**config.mk**
```make
export PLATFORM = sky130hd
export DESIGN_NAME = brg_ctrl
export DESIGN_NICKNAME = d
export VERILOG_FILES = /design/src/rtl/brg_pkg.sv /design/src/rtl/brg_div_cnt.sv /design/src/rtl/brg_ctrl.sv
export SDC_FILE = /design/constraint.sdc
export NUM_CORES = 1
export LEC_CHECK = 0
export ABC_AREA = 1
export CAP_MARGIN = 20
export CORE_UTILIZATION = 40
export DETAILED_ROUTE_END_ITERATION = 8
export REMOVE_ABC_BUFFERS = 1
export SYNTH_ARGS = -nofsm -noshare
export SYNTH_HDL_FRONTEND = slang
export SYNTH_HIERARCHICAL = 1
export SYNTH_SLANG_ARGS = --single-unit
```
**constraint.sdc**
```tcl
create_clock -name fclk -period 3.08 [get_ports fclk]
set_input_delay 0.462 -clock fclk [delete_from_list [all_inputs] [get_ports fclk]]
set_output_delay 0.462 -clock fclk [all_outputs]
set_load 0.03 [all_outputs]
```
**src/rtl/brg_pkg.sv**
```systemverilog
// ---------------------------------------------------------------------------
// brg_pkg -- shared definitions for the baud-rate generator controller.
//   * counter widths (select, oversample, prescale, bit counters)
//   * default prescale / oversample ratios
//   * reconfiguration FSM state encoding
//   * os_term(): terminal count of the oversample divider for a given select
// ---------------------------------------------------------------------------
package brg_pkg;

    localparam int SEL_W       = 3;
    localparam int OS_CNT_W    = 9;
    localparam int PRE_CNT_W   = 4;
    localparam int BIT_CNT_W   = 5;
    localparam int PRE_DIV_DEF = 3;
    localparam int OVS_DEF     = 8;

    typedef enum logic [1:0] {
        ST_RUN    = 2'b00,
        ST_PEND   = 2'b01,
        ST_RELOAD = 2'b10,
        ST_ACK    = 2'b11
    } brg_state_e;

    // Oversample divider terminal value: (2 << sel) - 1, i.e. 1, 3, 7 ... 255.
    // The shift is done at counter width so sel = 7 (256) does not wrap.
    function automatic logic [OS_CNT_W-1:0] os_term(input logic [SEL_W-1:0] sel);
        logic [OS_CNT_W-1:0] span;
        logic [3:0]          shamt;
        shamt = {1'b0, sel} + 4'd1;
        span  = {{(OS_CNT_W-1){1'b0}}, 1'b1} << shamt;
        return span - {{(OS_CNT_W-1){1'b0}}, 1'b1};
    endfunction

endpackage

```
**src/rtl/brg_div_cnt.sv**
```systemverilog
// ---------------------------------------------------------------------------
// brg_div_cnt -- modulo (term+1) enable counter used for every divider stage.
// Ports:
//   clk   : system clock
//   rst   : asynchronous active-high reset (count -> 0)
//   inc   : count enable (one step per cycle where high)
//   clr   : synchronous clear; wins over inc and suppresses the tick
//   term  : terminal count value; the counter wraps to 0 after it
//   tick  : single-cycle pulse when an enabled step lands on the terminal
// ---------------------------------------------------------------------------
module brg_div_cnt #(
    parameter int W = 4
) (
    input  logic         clk,
    input  logic         rst,
    input  logic         inc,
    input  logic         clr,
    input  logic [W-1:0] term,
    output logic         tick
);

    logic [W-1:0] cnt_r;
    logic         at_term_s;

    // Terminal detect and tick pulse; a clearing counter never ticks.
    always_comb begin
        at_term_s = (cnt_r == term);
        tick      = inc & at_term_s & ~clr;
    end

    // Counter state: clear has priority, then wrap-or-increment on enable.
    always_ff @(posedge clk or posedge rst) begin
        if (rst) begin
            cnt_r <= {W{1'b0}};
        end else if (clr) begin
            cnt_r <= {W{1'b0}};
        end else if (inc) begin
            if (at_term_s) begin
                cnt_r <= {W{1'b0}};
            end else begin
                cnt_r <= cnt_r + {{(W-1){1'b0}}, 1'b1};
            end
        end
    end

endmodule

```
**src/rtl/brg_ctrl.sv**
```systemverilog
// ---------------------------------------------------------------------------
// brg_ctrl -- UART baud-rate tick generator with safe runtime reconfiguration.
//
// Three cascaded dividers (prescale -> oversample -> bit) produce clock-enable
// pulses on fclk. A four-phase cfg_req/cfg_ack handshake changes the baud
// select; the change is deferred until the UART line is idle.
//
// Ports:
//   fclk       : system clock (only clock in the block)
//   rst        : asynchronous active-high reset
//   en         : tick generation enable; low holds all dividers at zero
//   line_busy  : a UART frame is in progress, defer reconfiguration
//   cfg_req    : reconfiguration request (held until cfg_ack seen)
//   cfg_sel    : requested baud select, sampled only when a request is accepted
//   cfg_ack    : request completed, held until cfg_req drops
//   tick_os    : oversample enable pulse, every PRE_DIV*(2<<cur_sel) cycles
//   tick_bit   : bit-period enable pulse, every OVS tick_os pulses
//   cur_sel    : active baud select
//   cfg_forced : one-cycle pulse when a reload was forced by the wait timeout
//
// Build option: define BRG_CTRL_TIMEOUT_EN to force the reload after
// TIMEOUT_BITS bit periods of a busy line; otherwise the request waits
// indefinitely and cfg_forced is constant 0.
// ---------------------------------------------------------------------------
module brg_ctrl
    import brg_pkg::*;
#(
    parameter int               PRE_DIV      = PRE_DIV_DEF,
    parameter int               OVS          = OVS_DEF,
    parameter logic [SEL_W-1:0] SEL_RST      = 3'b000,
    parameter int               TIMEOUT_BITS = 16
) (
    input  logic             fclk,
    input  logic             rst,
    input  logic             en,
    input  logic             line_busy,
    input  logic             cfg_req,
    input  logic [SEL_W-1:0] cfg_sel,
    output logic             cfg_ack,
    output logic             tick_os,
    output logic             tick_bit,
    output logic [SEL_W-1:0] cur_sel,
    output logic             cfg_forced
);

    localparam logic [PRE_CNT_W-1:0] PRE_TERM = PRE_CNT_W'(PRE_DIV - 1);
    localparam logic [BIT_CNT_W-1:0] BIT_TERM = BIT_CNT_W'(OVS - 1);

    brg_state_e          state_r;
    brg_state_e          next_state_s;
    logic [SEL_W-1:0]    cur_sel_r;
    logic [SEL_W-1:0]    pend_sel_r;
    logic                cfg_ack_r;
    logic                tick_os_r;
    logic                tick_bit_r;
    logic                cfg_forced_r;

    logic                latch_s;
    logic                reload_s;
    logic                forced_s;
    logic                timeout_s;
    logic                clr_s;
    logic                pre_tick_s;
    logic                os_tick_s;
    logic                bit_tick_s;
    logic [OS_CNT_W-1:0] os_term_s;

    // Divider clear: disabled generator or the single reload cycle.
    always_comb begin
        clr_s     = ~en | reload_s;
        os_term_s = os_term(cur_sel_r);
    end

    brg_div_cnt #(.W(PRE_CNT_W)) u_pre_cnt (
        .clk  (fclk),
        .rst  (rst),
        .inc  (en),
        .clr  (clr_s),
        .term (PRE_TERM),
        .tick (pre_tick_s)
    );

    brg_div_cnt #(.W(OS_CNT_W)) u_os_cnt (
        .clk  (fclk),
        .rst  (rst),
        .inc  (pre_tick_s),
        .clr  (clr_s),
        .term (os_term_s),
        .tick (os_tick_s)
    );

    brg_div_cnt #(.W(BIT_CNT_W)) u_bit_cnt (
        .clk  (fclk),
        .rst  (rst),
        .inc  (os_tick_s),
        .clr  (clr_s),
        .term (BIT_TERM),
        .tick (bit_tick_s)
    );

`ifdef BRG_CTRL_TIMEOUT_EN
    localparam int TO_W = $clog2(TIMEOUT_BITS + 1);

    logic [TO_W-1:0] to_cnt_r;

    // Bit periods spent waiting in PEND; restarts on every new wait.
    always_ff @(posedge fclk or posedge rst) begin
        if (rst) begin
            to_cnt_r <= {TO_W{1'b0}};
        end else if (state_r != ST_PEND) begin
            to_cnt_r <= {TO_W{1'b0}};
        end else if (bit_tick_s) begin
            to_cnt_r <= to_cnt_r + TO_W'(1'b1);
        end
    end

    // The bit tick that completes the TIMEOUT_BITS-th period ends the wait.
    always_comb begin
        timeout_s = (state_r == ST_PEND) && bit_tick_s &&
                    (to_cnt_r == TO_W'(TIMEOUT_BITS - 1));
    end
`else
    // No forced reload in this build; TIMEOUT_BITS is referenced only so the
    // parameter stays part of the interface, and the compare is false for any
    // legal value.
    always_comb begin
        timeout_s = (TIMEOUT_BITS < 0);
    end
`endif

    // FSM state register.
    always_ff @(posedge fclk or posedge rst) begin
        if (rst) begin
            state_r <= ST_RUN;
        end else begin
            state_r <= next_state_s;
        end
    end

    // FSM next-state logic; runs independently of en.
    always_comb begin
        next_state_s = state_r;
        case (state_r)
            ST_RUN: begin
                if (cfg_req) begin
                    next_state_s = ST_PEND;
                end else begin
                    next_state_s = ST_RUN;
                end
            end
            ST_PEND: begin
                if (!line_busy || timeout_s) begin
                    next_state_s = ST_RELOAD;
                end else begin
                    next_state_s = ST_PEND;
                end
            end
            ST_RELOAD: begin
                next_state_s = ST_ACK;
            end
            ST_ACK: begin
                if (!cfg_req) begin
                    next_state_s = ST_RUN;
                end else begin
                    next_state_s = ST_ACK;
                end
            end
            default: begin
                next_state_s = ST_RUN;
            end
        endcase
    end

    // FSM control outputs: request capture, reload strobe, forced marker.
    always_comb begin
        latch_s  = 1'b0;
        reload_s = 1'b0;
        forced_s = 1'b0;
        case (state_r)
            ST_RUN: begin
                latch_s = cfg_req;
            end
            ST_PEND: begin
                // Forced only when the line is still busy; an idle line takes
                // the normal path even on the timeout tick.
                forced_s = timeout_s & line_busy;
            end
            ST_RELOAD: begin
                reload_s = 1'b1;
            end
            ST_ACK: begin
                latch_s = 1'b0;
            end
            default: begin
                latch_s = 1'b0;
            end
        endcase
    end

    // Registered datapath and outputs.
    always_ff @(posedge fclk or posedge rst) begin
        if (rst) begin
            cur_sel_r    <= SEL_RST;
            pend_sel_r   <= SEL_RST;
            cfg_ack_r    <= 1'b0;
            tick_os_r    <= 1'b0;
            tick_bit_r   <= 1'b0;
            cfg_forced_r <= 1'b0;
        end else begin
            if (latch_s) begin
                pend_sel_r <= cfg_sel;
            end
            if (reload_s) begin
                cur_sel_r <= pend_sel_r;
            end
            cfg_ack_r    <= (next_state_s == ST_ACK);
            tick_os_r    <= os_tick_s;
            tick_bit_r   <= bit_tick_s;
            cfg_forced_r <= forced_s;
        end
    end

    assign cfg_ack    = cfg_ack_r;
    assign tick_os    = tick_os_r;
    assign tick_bit   = tick_bit_r;
    assign cur_sel    = cur_sel_r;
    assign cfg_forced = cfg_forced_r;

endmodule

```
* Yosys cells after proc, flatten, opt, wreduce, memory -nomap -nowiden
Cells that the tools add are included.
** Word-level totals
- Word-level logic and storage cells :: 50
- Register bits after elaboration :: 29
- Output and inout port bits :: 7
** Operators by class
- Reductions and logical operators :: 4
- Shift-type cells :: 1
- Bitwise logic cells :: 9
- Multiplexer cells :: 15
- Equal/unequal tests :: 7
- Add/sub/neg operators :: 5
** Operator list (count)
- 2-to-1 mux 9 bit :: 3
- 2-to-1 mux 5 bit :: 3
- 2-to-1 mux 4 bit :: 3
- adder 9 x 1 -> 9 bit, second input constant :: 1
- equality test 9 bit :: 1
- << shifter 1 x 4 -> 9 bit, first input constant :: 1
- subtractor 9 x 1 -> 9 bit, second input constant :: 1
- one-hot mux 2 bit (4 select lines) :: 1
- AND 1 bit :: 6
- equality test 2 bit, second input constant :: 3
- nonzero test 2 bit :: 3
- adder 5 x 1 -> 5 bit, second input constant :: 1
- equality test 5 x 3 -> 1 bit, second input constant :: 1
- adder 3 x 1 -> 4 bit, second input constant :: 1
- adder 4 x 1 -> 4 bit, second input constant :: 1
- equality test 4 x 2 -> 1 bit, second input constant :: 1
- 2-to-1 mux 2 bit :: 2
- 2-to-1 mux 1 bit :: 3
- equality test 2 x 1 -> 1 bit, second input constant :: 1
- zero test 2 bit :: 1
- inverter 1 bit :: 2
- bitwise OR 1 bit :: 1

* Depth between registers and ports, before layout
Gate-level depths: netlist (run 1).
- Depth after elaboration :: 9
- Mapped depth :: 16
- Mapped depth without buffers :: 15

* Modules after synthesis
The synthesis (run 1) kept the hierarchy.
** By module, submodules not included
- brg_div_cnt (u_os_cnt) :: cells each 88, times used 1, sequential area each 225.2 µm², area each 645.6 µm²
- brg_ctrl :: cells each 68, times used 1, sequential area each 275.3 µm², area each 560.5 µm²
- brg_div_cnt (u_bit_cnt) :: cells each 57, times used 1, sequential area each 125.1 µm², area each 361.6 µm²
- brg_div_cnt (u_pre_cnt) :: cells each 56, times used 1, sequential area each 100.1 µm², area each 325.3 µm²

* Worst setup path before layout (run 1)
OpenSTA, ideal clock, no wires.
- Path type :: register to register
- Start point :: register cur_sel_r[0] (netlist: cur_sel[0])
- End point :: register u_bit_cnt.cnt_r[3]
- Arrival time :: 2.317 ns
- Clock period less this slack :: 2.393 ns
- Data required time :: 3.004 ns
- Buffers on the path :: 1
- Path slack :: 0.687 ns
- Cell stages (with the launch flop) :: 17
- Cell sequence :: dfrtp_1 -> buf_6 -> nor2_2 -> nand2_1 -> ha_1 -> inv_1 -> nand2_1 -> o21ai_0 -> xnor2_1 -> nand2_1 -> nor2_1 -> nand2_2 -> nor3_2 -> nand2_1 -> nor2_1 -> nand3_1 -> o21ai_1
** Between the ends
- Cells in the longest elaborated chain, start to end :: 7
** RTL lines
- start: declaration :: RTL line brg_ctrl.sv:51 : logic [SEL_W-1:0] cur_sel_r;
- start signal: assignment :: RTL line brg_ctrl.sv:214 : cur_sel_r <= pend_sel_r;
- adder 3 x 1 -> 4 bit :: RTL line brg_pkg.sv:29 : shamt = {1'b0, sel} + 4'd1;
- << shifter 1 x 4 -> 9 bit :: RTL line brg_pkg.sv:30 : span = {{(OS_CNT_W-1){1'b0}}, 1'b1} << shamt;
- subtractor 9 x 1 -> 9 bit :: RTL line brg_pkg.sv:31 : return span - {{(OS_CNT_W-1){1'b0}}, 1'b1};
- net os_term_s[4] :: RTL line brg_ctrl.sv:66 : logic [OS_CNT_W-1:0] os_term_s;
- equality test 9 bit :: RTL line brg_div_cnt.sv:27 : at_term_s = (cnt_r == term);
- AND 1 bit (2 in series) :: RTL line brg_div_cnt.sv:28 : tick = inc & at_term_s & ~clr;
- net os_tick_s :: RTL line brg_ctrl.sv:64 : logic os_tick_s;
- nonzero test 2 bit (no line)
- end signal: assignment :: RTL line brg_div_cnt.sv:34 : cnt_r <= {W{1'b0}};
- end signal: assignment :: RTL line brg_div_cnt.sv:36 : cnt_r <= {W{1'b0}};
- end signal: assignment :: RTL line brg_div_cnt.sv:39 : cnt_r <= {W{1'b0}};
- end: declaration :: RTL line brg_div_cnt.sv:22 : logic [W-1:0] cnt_r;
The timed path passes the listed nets, and every way through them passes these cells.
A chain may end at the register's enable or synchronous reset.

* Worst setup path in the final report (run 1)
- Start point :: register cur_sel_r[0] (netlist: cur_sel[0])
- End point :: register u_bit_cnt.cnt_r[4]
Same word-level chain as after synthesis.

==> results of run 1 <==
==> final cells by class <==
cell class / instances / share of cell area, %
tap: 52 / 2.93
clock inverter: 3 / 0.788
clock buffer: 5 / 3.10
sequential: 29 / 32.6
timing repair buffer: 14 / 6.19
multi-input combinational: 208 / 46.3
inverter: 48 / 8.10
==> flip-flops by register name, summed over array words and instances, names as in the netlist <==
| signal | cells |
|---|---|
| u_os_cnt/cnt_r | 9 |
| u_bit_cnt/cnt_r | 5 |
| u_pre_cnt/cnt_r | 4 |
| cur_sel | 3 |
| pend_sel_r | 3 |
| state_r | 2 |
| cfg_ack | 1 |
| tick_bit | 1 |
| tick_os | 1 |
==> cell usage after synthesis <==
cell / instances
sky130_fd_sc_hd__o21ai_1: 6
sky130_fd_sc_hd__buf_4: 1
sky130_fd_sc_hd__xnor2_1: 9
sky130_fd_sc_hd__inv_1: 40
sky130_fd_sc_hd__or2_2: 1
sky130_fd_sc_hd__o21ai_0: 6
sky130_fd_sc_hd__nand3_4: 1
sky130_fd_sc_hd__xor2_1: 3
sky130_fd_sc_hd__nor3_2: 3
sky130_fd_sc_hd__nor2_4: 2
sky130_fd_sc_hd__nor3_1: 1
sky130_fd_sc_hd__nand4_1: 4
sky130_fd_sc_hd__nor2_2: 4
sky130_fd_sc_hd__inv_2: 8
sky130_fd_sc_hd__nand2_2: 5
sky130_fd_sc_hd__nor2_1: 24
sky130_fd_sc_hd__o31ai_1: 1
sky130_fd_sc_hd__nand2_1: 80
sky130_fd_sc_hd__o21ai_2: 1
sky130_fd_sc_hd__dfrtp_1: 29
sky130_fd_sc_hd__ha_1: 4
sky130_fd_sc_hd__conb_1: 2
sky130_fd_sc_hd__a21oi_1: 7
sky130_fd_sc_hd__nand3_2: 1
sky130_fd_sc_hd__buf_6: 2
sky130_fd_sc_hd__nand3_1: 24
==> cells in the final DEF, fill, tap and decap left out, types with 2 or more instances in the layout <==
cell type / instances
sky130_fd_sc_hd__inv_1: 40
sky130_fd_sc_hd__xnor2_1: 9
sky130_fd_sc_hd__o21ai_0: 6
sky130_fd_sc_hd__ha_1: 4
sky130_fd_sc_hd__a21oi_1: 7
sky130_fd_sc_hd__nor2_1: 24
sky130_fd_sc_hd__nand2_1: 80
sky130_fd_sc_hd__clkdlybuf4s50_1: 13
sky130_fd_sc_hd__xor2_1: 3
sky130_fd_sc_hd__nand2_2: 5
sky130_fd_sc_hd__o21ai_1: 6
sky130_fd_sc_hd__clkinv_2: 2
sky130_fd_sc_hd__dfrtp_1: 29
sky130_fd_sc_hd__nor3_2: 3
sky130_fd_sc_hd__inv_2: 8
sky130_fd_sc_hd__nand3_1: 24
sky130_fd_sc_hd__nor2_2: 4
sky130_fd_sc_hd__clkbuf_8: 5
sky130_fd_sc_hd__nor2_4: 2
sky130_fd_sc_hd__conb_1: 21
sky130_fd_sc_hd__nand4_1: 4
==> worst max-delay path, cell delays in order (launching register included) <==
cell and delay, ns:
sky130_fd_sc_hd__dfrtp_1 0.47, sky130_fd_sc_hd__nor2_2 0.18, sky130_fd_sc_hd__nand2_1 0.07, sky130_fd_sc_hd__ha_1 0.26
sky130_fd_sc_hd__inv_1 0.11, sky130_fd_sc_hd__nand2_1 0.05, sky130_fd_sc_hd__o21ai_0 0.19, sky130_fd_sc_hd__xnor2_1 0.14
sky130_fd_sc_hd__nand2_1 0.07, sky130_fd_sc_hd__nor2_1 0.15, sky130_fd_sc_hd__nand2_2 0.11, sky130_fd_sc_hd__nor3_2 0.19
sky130_fd_sc_hd__nand2_1 0.15, sky130_fd_sc_hd__nor2_1 0.12, sky130_fd_sc_hd__nand3_1 0.08, sky130_fd_sc_hd__o21ai_1 0.09
==> stage by stage <==
stage	hold WS [ns]	total power [mW]	utilization [%]	cells	instance area, µm²
2_1_floorplan	0.228	0.911	-	285	1930
3_3_place_gp	0.474	1.05	48.1	351	2140
3_5_place_dp	0.477	1.05	48.1	351	2140
4_1_cts	0.480	1.37	50.0	359	2220
5_1_grt	0.507	1.47	50.0	359	2220
6_report	0.485	1.36	50.0	359	2220
==> metal layers <==
metal	vias to the layer above	track usage (%)	part of all wire, %
met5	-	0	0
met4	0	7.33	2.3
met3	7	4.27	2.5
met2	15	27.1	45
met1	705	21.5	50
li1	876	-	-
==> cells by family (layout without fill, tap and decap cells) <==
kind of cell | count (synthesis) | after routing | synth area share [%]
AND/OR/NAND/NOR | 150 | 150 | 36.1
buffers and inverters | 51 | 70 | 11.1
flip-flops | 29 | 29 | 38.3
AO/OA/AOI/OAI | 21 | 21 | 5.88
XOR/XNOR | 12 | 12 | 5.55
adder cells (fa/ha/maj) | 4 | 4 | 2.64
other | 2 | 21 | 0.397
==> worst max-delay path by stage <==
stage | from | end | slack [ns] | depth (start not counted)
CTS | cur_sel[0]$_DFFE_PP0P_ | u_bit_cnt/cnt_r[4]$_DFFE_PP0P_ | 0.53 | 15
floorplan | cur_sel[0]$_DFFE_PP0P_ | u_bit_cnt/cnt_r[3]$_DFFE_PP0P_ | 0.74 | 15
global placement | cur_sel[0]$_DFFE_PP0P_ | u_bit_cnt/cnt_r[4]$_DFFE_PP0P_ | 0.67 | 15
finish | cur_sel[0]$_DFFE_PP0P_ | u_bit_cnt/cnt_r[4]$_DFFE_PP0P_ | 0.56 | 15
global route | cur_sel[0]$_DFFE_PP0P_ | u_bit_cnt/cnt_r[3]$_DFFE_PP0P_ | 0.27 | 15
detailed placement | cur_sel[0]$_DFFE_PP0P_ | u_bit_cnt/cnt_r[4]$_DFFE_PP0P_ | 0.60 | 15
==> power groups by stage <==
stage                     clock network [mW]  registers [mW]  logic [mW]
after floorplan                            0           0.564       0.347
after global placement                     0           0.527       0.527
after detailed placement                   0           0.527       0.527
after CTS                              0.324           0.520       0.529
after global routing                   0.339           0.533       0.597
final                                  0.311           0.521       0.524
==> summary.md, run 1 <==
| Metric | Value |
|---|---|
| Highest clock frequency the design can meet | 396 MHz |
| Share of total power consumed by net switching | between 40% and 50% |
| Clock tree from TritonCTS | built |
| Vias per cell | 4.47 |
| Post-route clock skew | approximately 0.006 ns |
| Post-synth top area cell | sky130_fd_sc_hd__dfrtp_1 |
| Setup violation total in the final timing report | 0 |
| Instance count of the mapped netlist | 269 |
| Internal Pwr Total | about 0.8 mW |
| Power share of the combinational group | 38.6% |
| Final hold vios | 0 |
| Maximum number of pins on one net before global-route repair | 12 |
| Area of all sequential standard cells | 726 µm² |
| Setup ws final | 0.557 ns |
| Number of nets at the end of the flow | around 320 |
| Class of the most critical hold timing path | in -> async |
| First-pass iteration count of the detailed router | 4 |
| Wire length reported by the detailed router | 3.56 mm |
| Yosys reg bits | 29 |
| Power density of the placed cells | 610 nW/µm² |
| Number of antenna violations at the first check in global routing | 0 |
| CP arrival | ~2.7 ns |
| Fill cell total of the finished layout | 468 |
| Ant diodes | 0 |
| Post-CTS Setup Inserts | 0 |
| Clock root buffer | sky130_fd_sc_hd__clkbuf_8 |
| Quantity of I/O buffers inserted on ports | 13 |
| Overall fraction of global-route tracks in use | 16.8% |
| Highest ir drop seen on vdd | between 200 and 300 µV |
| Unrepaired setup endpoints after global routing | no |
| Main area contributors after synthesis | sky130_fd_sc_hd__dfrtp_1 (38%), sky130_fd_sc_hd__nand2_1 (16%), sky130_fd_sc_hd__inv_1 (7.9%), sky130_fd_sc_hd__nand3_1 (6.3%), sky130_fd_sc_hd__nor2_1 (4.8%) |
| Reg2reg start | cur_sel[0]$_DFFE_PP0P_ |
| Final Slew Violations | 0 |
| Top cell type's share of synthesized area | between 30% and 40% |
| Die area | 5010 µm² |
| CP Max Fanout | 9 |
| Maximum buffer depth of the clock tree | 2 |
| Area of the core | ~4400 µm² |
| DRT antenna net count | 0 |
| Area of combinational cells with multiple inputs | 1030 µm² |
| Horizontal die dimension | 70.8 µm |
| Die Y-Extent | 70.8 µm |
| Number of buffers added by the clock tree synthesis step | 5 |
| Synth warn | 6 |
| Routed length per placed instance | 9.91 µm |
| Post-Place Worst Slack | 0.595 ns |
| Max_cap viols | 0 |
| Weighted congestion reported at the end of routability-driven placement | 0.808 |
| Number of global-route vias before repair | 1543 |
| Leakage dissipation | 1.16 nW |
| Setup tns final | 0 ns |
| Category of the worst setup path launch point | register |
| Sequential-to-total area share from yosys stat | 38.3% |
| Worst-case register-to-register setup slack | 0.56 ns |
| Clk slew on worst S/H paths | ~0.07 ns |
| Status | finished clean |
| Layout-stage area growth over the synthesis result | 17.4% |
| Type of the worst setup path | reg -> reg |
| Number of design-rule violations left by the first detailed-router iteration | 46 |
| Hold buffer count at cts | 0 |
| Post-detailed-placement half-perimeter wirelength | 2.77 mm |
| Post-layout minimum cycle time | roughly 2.5 ns |
| Clock net sink count | 29 |
| Kind of end point of the critical path | register |
| Period utilization | between 80% and 90% |
| Number of cells traversed by the worst register-to-register path | 15 |
| Flop pwr share | between 30% and 40% |
| First-pass GRT wire length | 6.60 mm |
| Average cell area after synthesis | a little over 7 µm² |
| Post-Synthesis Cell Area | about 1900 µm² |
| Share of post-route cells with drive strength above 1 | 11.4% |
| DRC violation count after routing | 0 |
| Overflow left after global routing | 0 |
| Clock latency on the worst-skew pair | 0.29 ns |
| Number of placement rows | 24 |
| Critical R2R Capture | u_bit_cnt/cnt_r[4]$_DFFE_PP0P_ |
| Data required time of the worst path | approximately 3.3 ns |
| Portion of total power attributed to the clock network | 22.9% |
| Resized Gates After CTS | 0 |
| Initial standard-cell utilization of the core | 42.6% |
| Ports placed on the boundary | 15 |
| DR vias | approximately 1600 |
| Number of distinct library cells after synthesis | 26 |
| H-tree depth reported by CTS | 2 |
| Switch Pwr | 0.554 mW |
Note: power is estimated with default switching activity, not from simulation.
==> inputs of run 2 (changes only) <==
Clock period 3.08 ns to 2.1 ns, I/O delays scaled along.
==> summary.md, run 2 (synthesis results as in run 1) <==
| Metric | Value |
|---|---|
| Clock latency on the worst-skew pair | 0.28 ns (was 0.29 ns) |
| Routed length per placed instance | 10.3 µm (was 9.91 µm) |
| Number of placement rows | 24 (unchanged) |
| Switch Pwr | 0.897 mW (was 0.554 mW) |
| CP arrival | 2.34 ns (was 2.73 ns) |
| Flop pwr share | 31.8% (was 38.4%) |
| Category of the worst setup path launch point | register (unchanged) |
| Top register by number of flip-flops | u_os_cnt/cnt_r (unchanged) |
| CP Max Fanout | 5 (was 9) |
| First-pass iteration count of the detailed router | 4 (unchanged) |
| Type of the worst setup path | reg -> reg (unchanged) |
| DR vias | 1721 (was 1603) |
| Post-route clock skew | 0.00580 ns (was 0.00590 ns) |
| Post-layout minimum cycle time | 2.13 ns (was 2.52 ns) |
| Most heavily used metal layer in global routing | met2 (unchanged) |
| Max FFs per register | 9 (unchanged) |
| H-tree depth reported by CTS | 2 (unchanged) |
| Met1 usage | 23.1% (was 21.5%) |
| DRT antenna net count | 0 (unchanged) |
| Period utilization | 101% (was 81.9%) |
| Data required time of the worst path | 2.31 ns (was 3.28 ns) |
| Wire length reported by the detailed router | 3.89 mm (was 3.56 mm) |
| Post-detailed-placement half-perimeter wirelength | 2.87 mm (was 2.77 mm) |
| Critical R2R Capture | u_bit_cnt/cnt_r[3]$_DFFE_PP0P_ (was u_bit_cnt/cnt_r[4]$_DFFE_PP0P_) |
| Portion of total power attributed to the clock network | 22.3% (was 22.9%) |
| Vias per cell | 4.56 (was 4.47) |
| Horizontal die dimension | 70.8 µm (unchanged) |
| Registers with the most flip-flops | u_os_cnt/cnt_r: 9 flops, u_bit_cnt/cnt_r: 5 flops, u_pre_cnt/cnt_r: 4 flops (unchanged) |
| CP max stage cell | sky130_fd_sc_hd__dfrtp_1 (unchanged) |
| Cells along the critical path | nor2_2 -> nand2_1 -> ha_2 -> buf_6 -> nand3_2 -> nand2_2 -> xnor2_1 -> nand2_1 -> nor2_2 -> nand2_2 -> nor3_4 -> nand2_2 -> nor2_1 -> nand3_1 -> o21ai_1 (was nor2_2 -> nand2_1 -> ha_1 -> inv_1 -> nand2_1 -> o21ai_0 -> xnor2_1 -> nand2_1 -> nor2_1 -> nand2_2 -> nor3_2 -> nand2_1 -> nor2_1 -> nand3_1 -> o21ai_1) |
| Slowest cell delay on critical path | 0.39 ns (was 0.47 ns) |
| First-pass GRT wire length | 7.43 mm (was 6.60 mm) |
| Clk slew on worst S/H paths | 0.06 ns (was 0.07 ns) |
| Final Slew Violations | 0 (unchanged) |
| Share of post-route cells with drive strength above 1 | 20.3% (was 11.4%) |
| Number of design-rule violations left by the first detailed-router iteration | 103 (was 46) |
| Commonest non-fill, non-tap cells in the layout | sky130_fd_sc_hd__nand2_1 (77), sky130_fd_sc_hd__inv_1 (39), sky130_fd_sc_hd__dfrtp_1 (29), sky130_fd_sc_hd__nand3_1 (22), sky130_fd_sc_hd__nor2_1 (22) (was sky130_fd_sc_hd__nand2_1 (80), sky130_fd_sc_hd__inv_1 (40), sky130_fd_sc_hd__dfrtp_1 (29), sky130_fd_sc_hd__nand3_1 (24), sky130_fd_sc_hd__nor2_1 (24)) |
| Overflow left after global routing | 0 (unchanged) |
| Area of the core | 4440 µm² (unchanged) |
| Power density of the placed cells | 943 nW/µm² (was 610 nW/µm²) |
| Final standard cell count with taps included and fillers excluded | 377 (was 359) |
| Highest ir drop seen on vdd | 476 µV (was 285 µV) |
| Maximum number of pins on one net before global-route repair | 12 (unchanged) |
| Ant diodes | 0 (unchanged) |
| Ports placed on the boundary | 15 (unchanged) |
| Class of the most critical hold timing path | in -> async (unchanged) |
| Initial standard-cell utilization of the core | 42.6% (unchanged) |
| Weighted congestion reported at the end of routability-driven placement | 0.794 (was 0.808) |
| Number of global-route vias before repair | 1719 (was 1543) |
| Clock tree from TritonCTS | built (unchanged) |
| Crit path top cell by count | sky130_fd_sc_hd__nand2_2 (was sky130_fd_sc_hd__nand2_1) |
| Max_cap viols | 0 (unchanged) |
| Hold buffer count at cts | 0 (unchanged) |
| Number of cells traversed by the worst register-to-register path | 15 (unchanged) |
| Share of total power consumed by net switching | 39.1% (was 40.9%) |
| Reg2reg start | cur_sel[1]$_DFFE_PP0P_ (was cur_sel[0]$_DFFE_PP0P_) |
| Maximum buffer depth of the clock tree | 2 (unchanged) |
| Global routing usage on met2 | 32.4% (was 27.1%) |
| Status | finished, violations left (was finished clean) |
| Design Area, Final | 2430 µm² (was 2220 µm²) |
| Clock net sink count | 29 (unchanged) |
| Quantity of I/O buffers inserted on ports | 13 (unchanged) |
| Final hold vios | 0 (unchanged) |
| Die area | 5010 µm² (unchanged) |
| Setup ws final | -0.0283 ns (was 0.557 ns) |
| Standard cell area after detailed placement | 2230 µm² (was 2140 µm²) |
| Fill cell total of the finished layout | 437 (was 468) |
| Layout-stage area growth over the synthesis result | 28.4% (was 17.4%) |
| Met3 GRT Util | 3.85% (was 4.27%) |
| Failing checks | setup timing |
| Kind of end point of the critical path | register (unchanged) |
| Internal Pwr Total | 1.40 mW (was 0.801 mW) |
| Worst-case register-to-register setup slack | -0.03 ns (was 0.56 ns) |
| Clock root buffer | sky130_fd_sc_hd__clkbuf_8 (unchanged) |
| Overall fraction of global-route tracks in use | 18.9% (was 16.8%) |
| Number of antenna violations at the first check in global routing | 0 (unchanged) |
| Power share of the combinational group | 45.8% (was 38.6%) |
| Area of combinational cells with multiple inputs | 1080 µm² (was 1030 µm²) |
| Area of all sequential standard cells | 726 µm² (unchanged) |
| Number of nets at the end of the flow | 336 (was 318) |
| Unrepaired setup endpoints after global routing | yes (was no) |
| Number of instances in the placed design | 364 (was 351) |
| Number of buffers added by the clock tree synthesis step | 5 (unchanged) |
| Die Y-Extent | 70.8 µm (unchanged) |
| Highest clock frequency the design can meet | 470 MHz (was 396 MHz) |
| Leakage dissipation | 1.28 nW (was 1.16 nW) |
| DRC violation count after routing | 0 (unchanged) |
| Most common cell after layout, fill and taps aside | sky130_fd_sc_hd__nand2_1 (unchanged) |
| Setup violation total in the final timing report | 3 (was 0) |
[run 2: cell count changes in the layout (fill, tap and decap cells not counted), moves of 2 or more]
| cell | delta |
|---|---|
| sky130_fd_sc_hd__nand2_1 | -3 |
| sky130_fd_sc_hd__o21ai_2 | +2 |
| sky130_fd_sc_hd__nand2_2 | +2 |
| sky130_fd_sc_hd__a21oi_2 | +2 |
| sky130_fd_sc_hd__clkbuf_8 | +2 |
| sky130_fd_sc_hd__nand3_2 | +2 |
| sky130_fd_sc_hd__a21oi_1 | -2 |
| sky130_fd_sc_hd__buf_4 | +17 |
| sky130_fd_sc_hd__nand3_1 | -2 |
| sky130_fd_sc_hd__nor2_2 | +2 |
| sky130_fd_sc_hd__nor2_1 | -2 |
[run 2: critical path, delay by kind of cell, from the launching register on]
kind                       cells  cell delay [ns]
adders and majority gates      1             0.19
and+or+nand+nor               11             1.11
xor gates and xnor gates       1             0.15
AOI/OAI and AO/OA              1             0.08
buffers and inverters          1             0.13
DFF                            1             0.39
[run 2: stage by stage]
step	setup TNS, ns	power [mW]	utilization [%]	hold WS (ns)	setup WS [ns]
after floorplan	-1.22	1.34	-	0.0811	-0.241
after global placement	-0.127	1.66	50.3	0.473	-0.0309
after detailed placement	-0.557	1.66	50.3	0.481	-0.133
after CTS	-0.121	2.30	54.3	0.339	-0.0385
after global routing	-1.45	2.48	54.7	0.373	-0.264
final	-0.0426	2.29	54.7	0.331	-0.0283
[run 2: per-layer routing]
metal	share of wire [%]	up-vias
met4	1.9	0
met2	48	21
met5	0	-
met1	48	786
li1	-	908
met3	2.4	6
[run 2: worst max path at each step]
stage | to | from
after global routing | u_bit_cnt/cnt_r[3]$_DFFE_PP0P_ | cur_sel[1]$_DFFE_PP0P_
after detailed placement | u_bit_cnt/cnt_r[3]$_DFFE_PP0P_ | cur_sel[0]$_DFFE_PP0P_
final | u_bit_cnt/cnt_r[3]$_DFFE_PP0P_ | cur_sel[1]$_DFFE_PP0P_
after floorplan | u_bit_cnt/cnt_r[3]$_DFFE_PP0P_ | cur_sel[0]$_DFFE_PP0P_
after global placement | u_bit_cnt/cnt_r[4]$_DFFE_PP0P_ | cur_sel[0]$_DFFE_PP0P_
after CTS | u_bit_cnt/cnt_r[3]$_DFFE_PP0P_ | cur_sel[1]$_DFFE_PP0P_
[run 2: power groups by stage]
stage | Sequential [mW] | Combinational, mW | Clock [mW]
floorplan | 0.827 | 0.509 | 0
global route | 0.748 | 1.19 | 0.546
global placement | 0.738 | 0.919 | 0
CTS | 0.729 | 1.04 | 0.524
finish | 0.729 | 1.05 | 0.512
detailed placement | 0.739 | 0.921 | 0
[run 2: repair_timing]
item | in CTS | in global routing
setup buffers | 4 | 2
gates resized for setup | 16 | 2
pin swaps | 20 | 3
endpoints found under the setup margin | 7 | 9
[run 2: area by class of cell]
class,instances,share of cell area [%]
timing repair buffer,32,11.4
clock buffer,7,3.96
inverter,48,7.41
clock inverter,1,0.206
sequential,29,29.9
tap,52,2.68
multi-input combinational,208,44.5
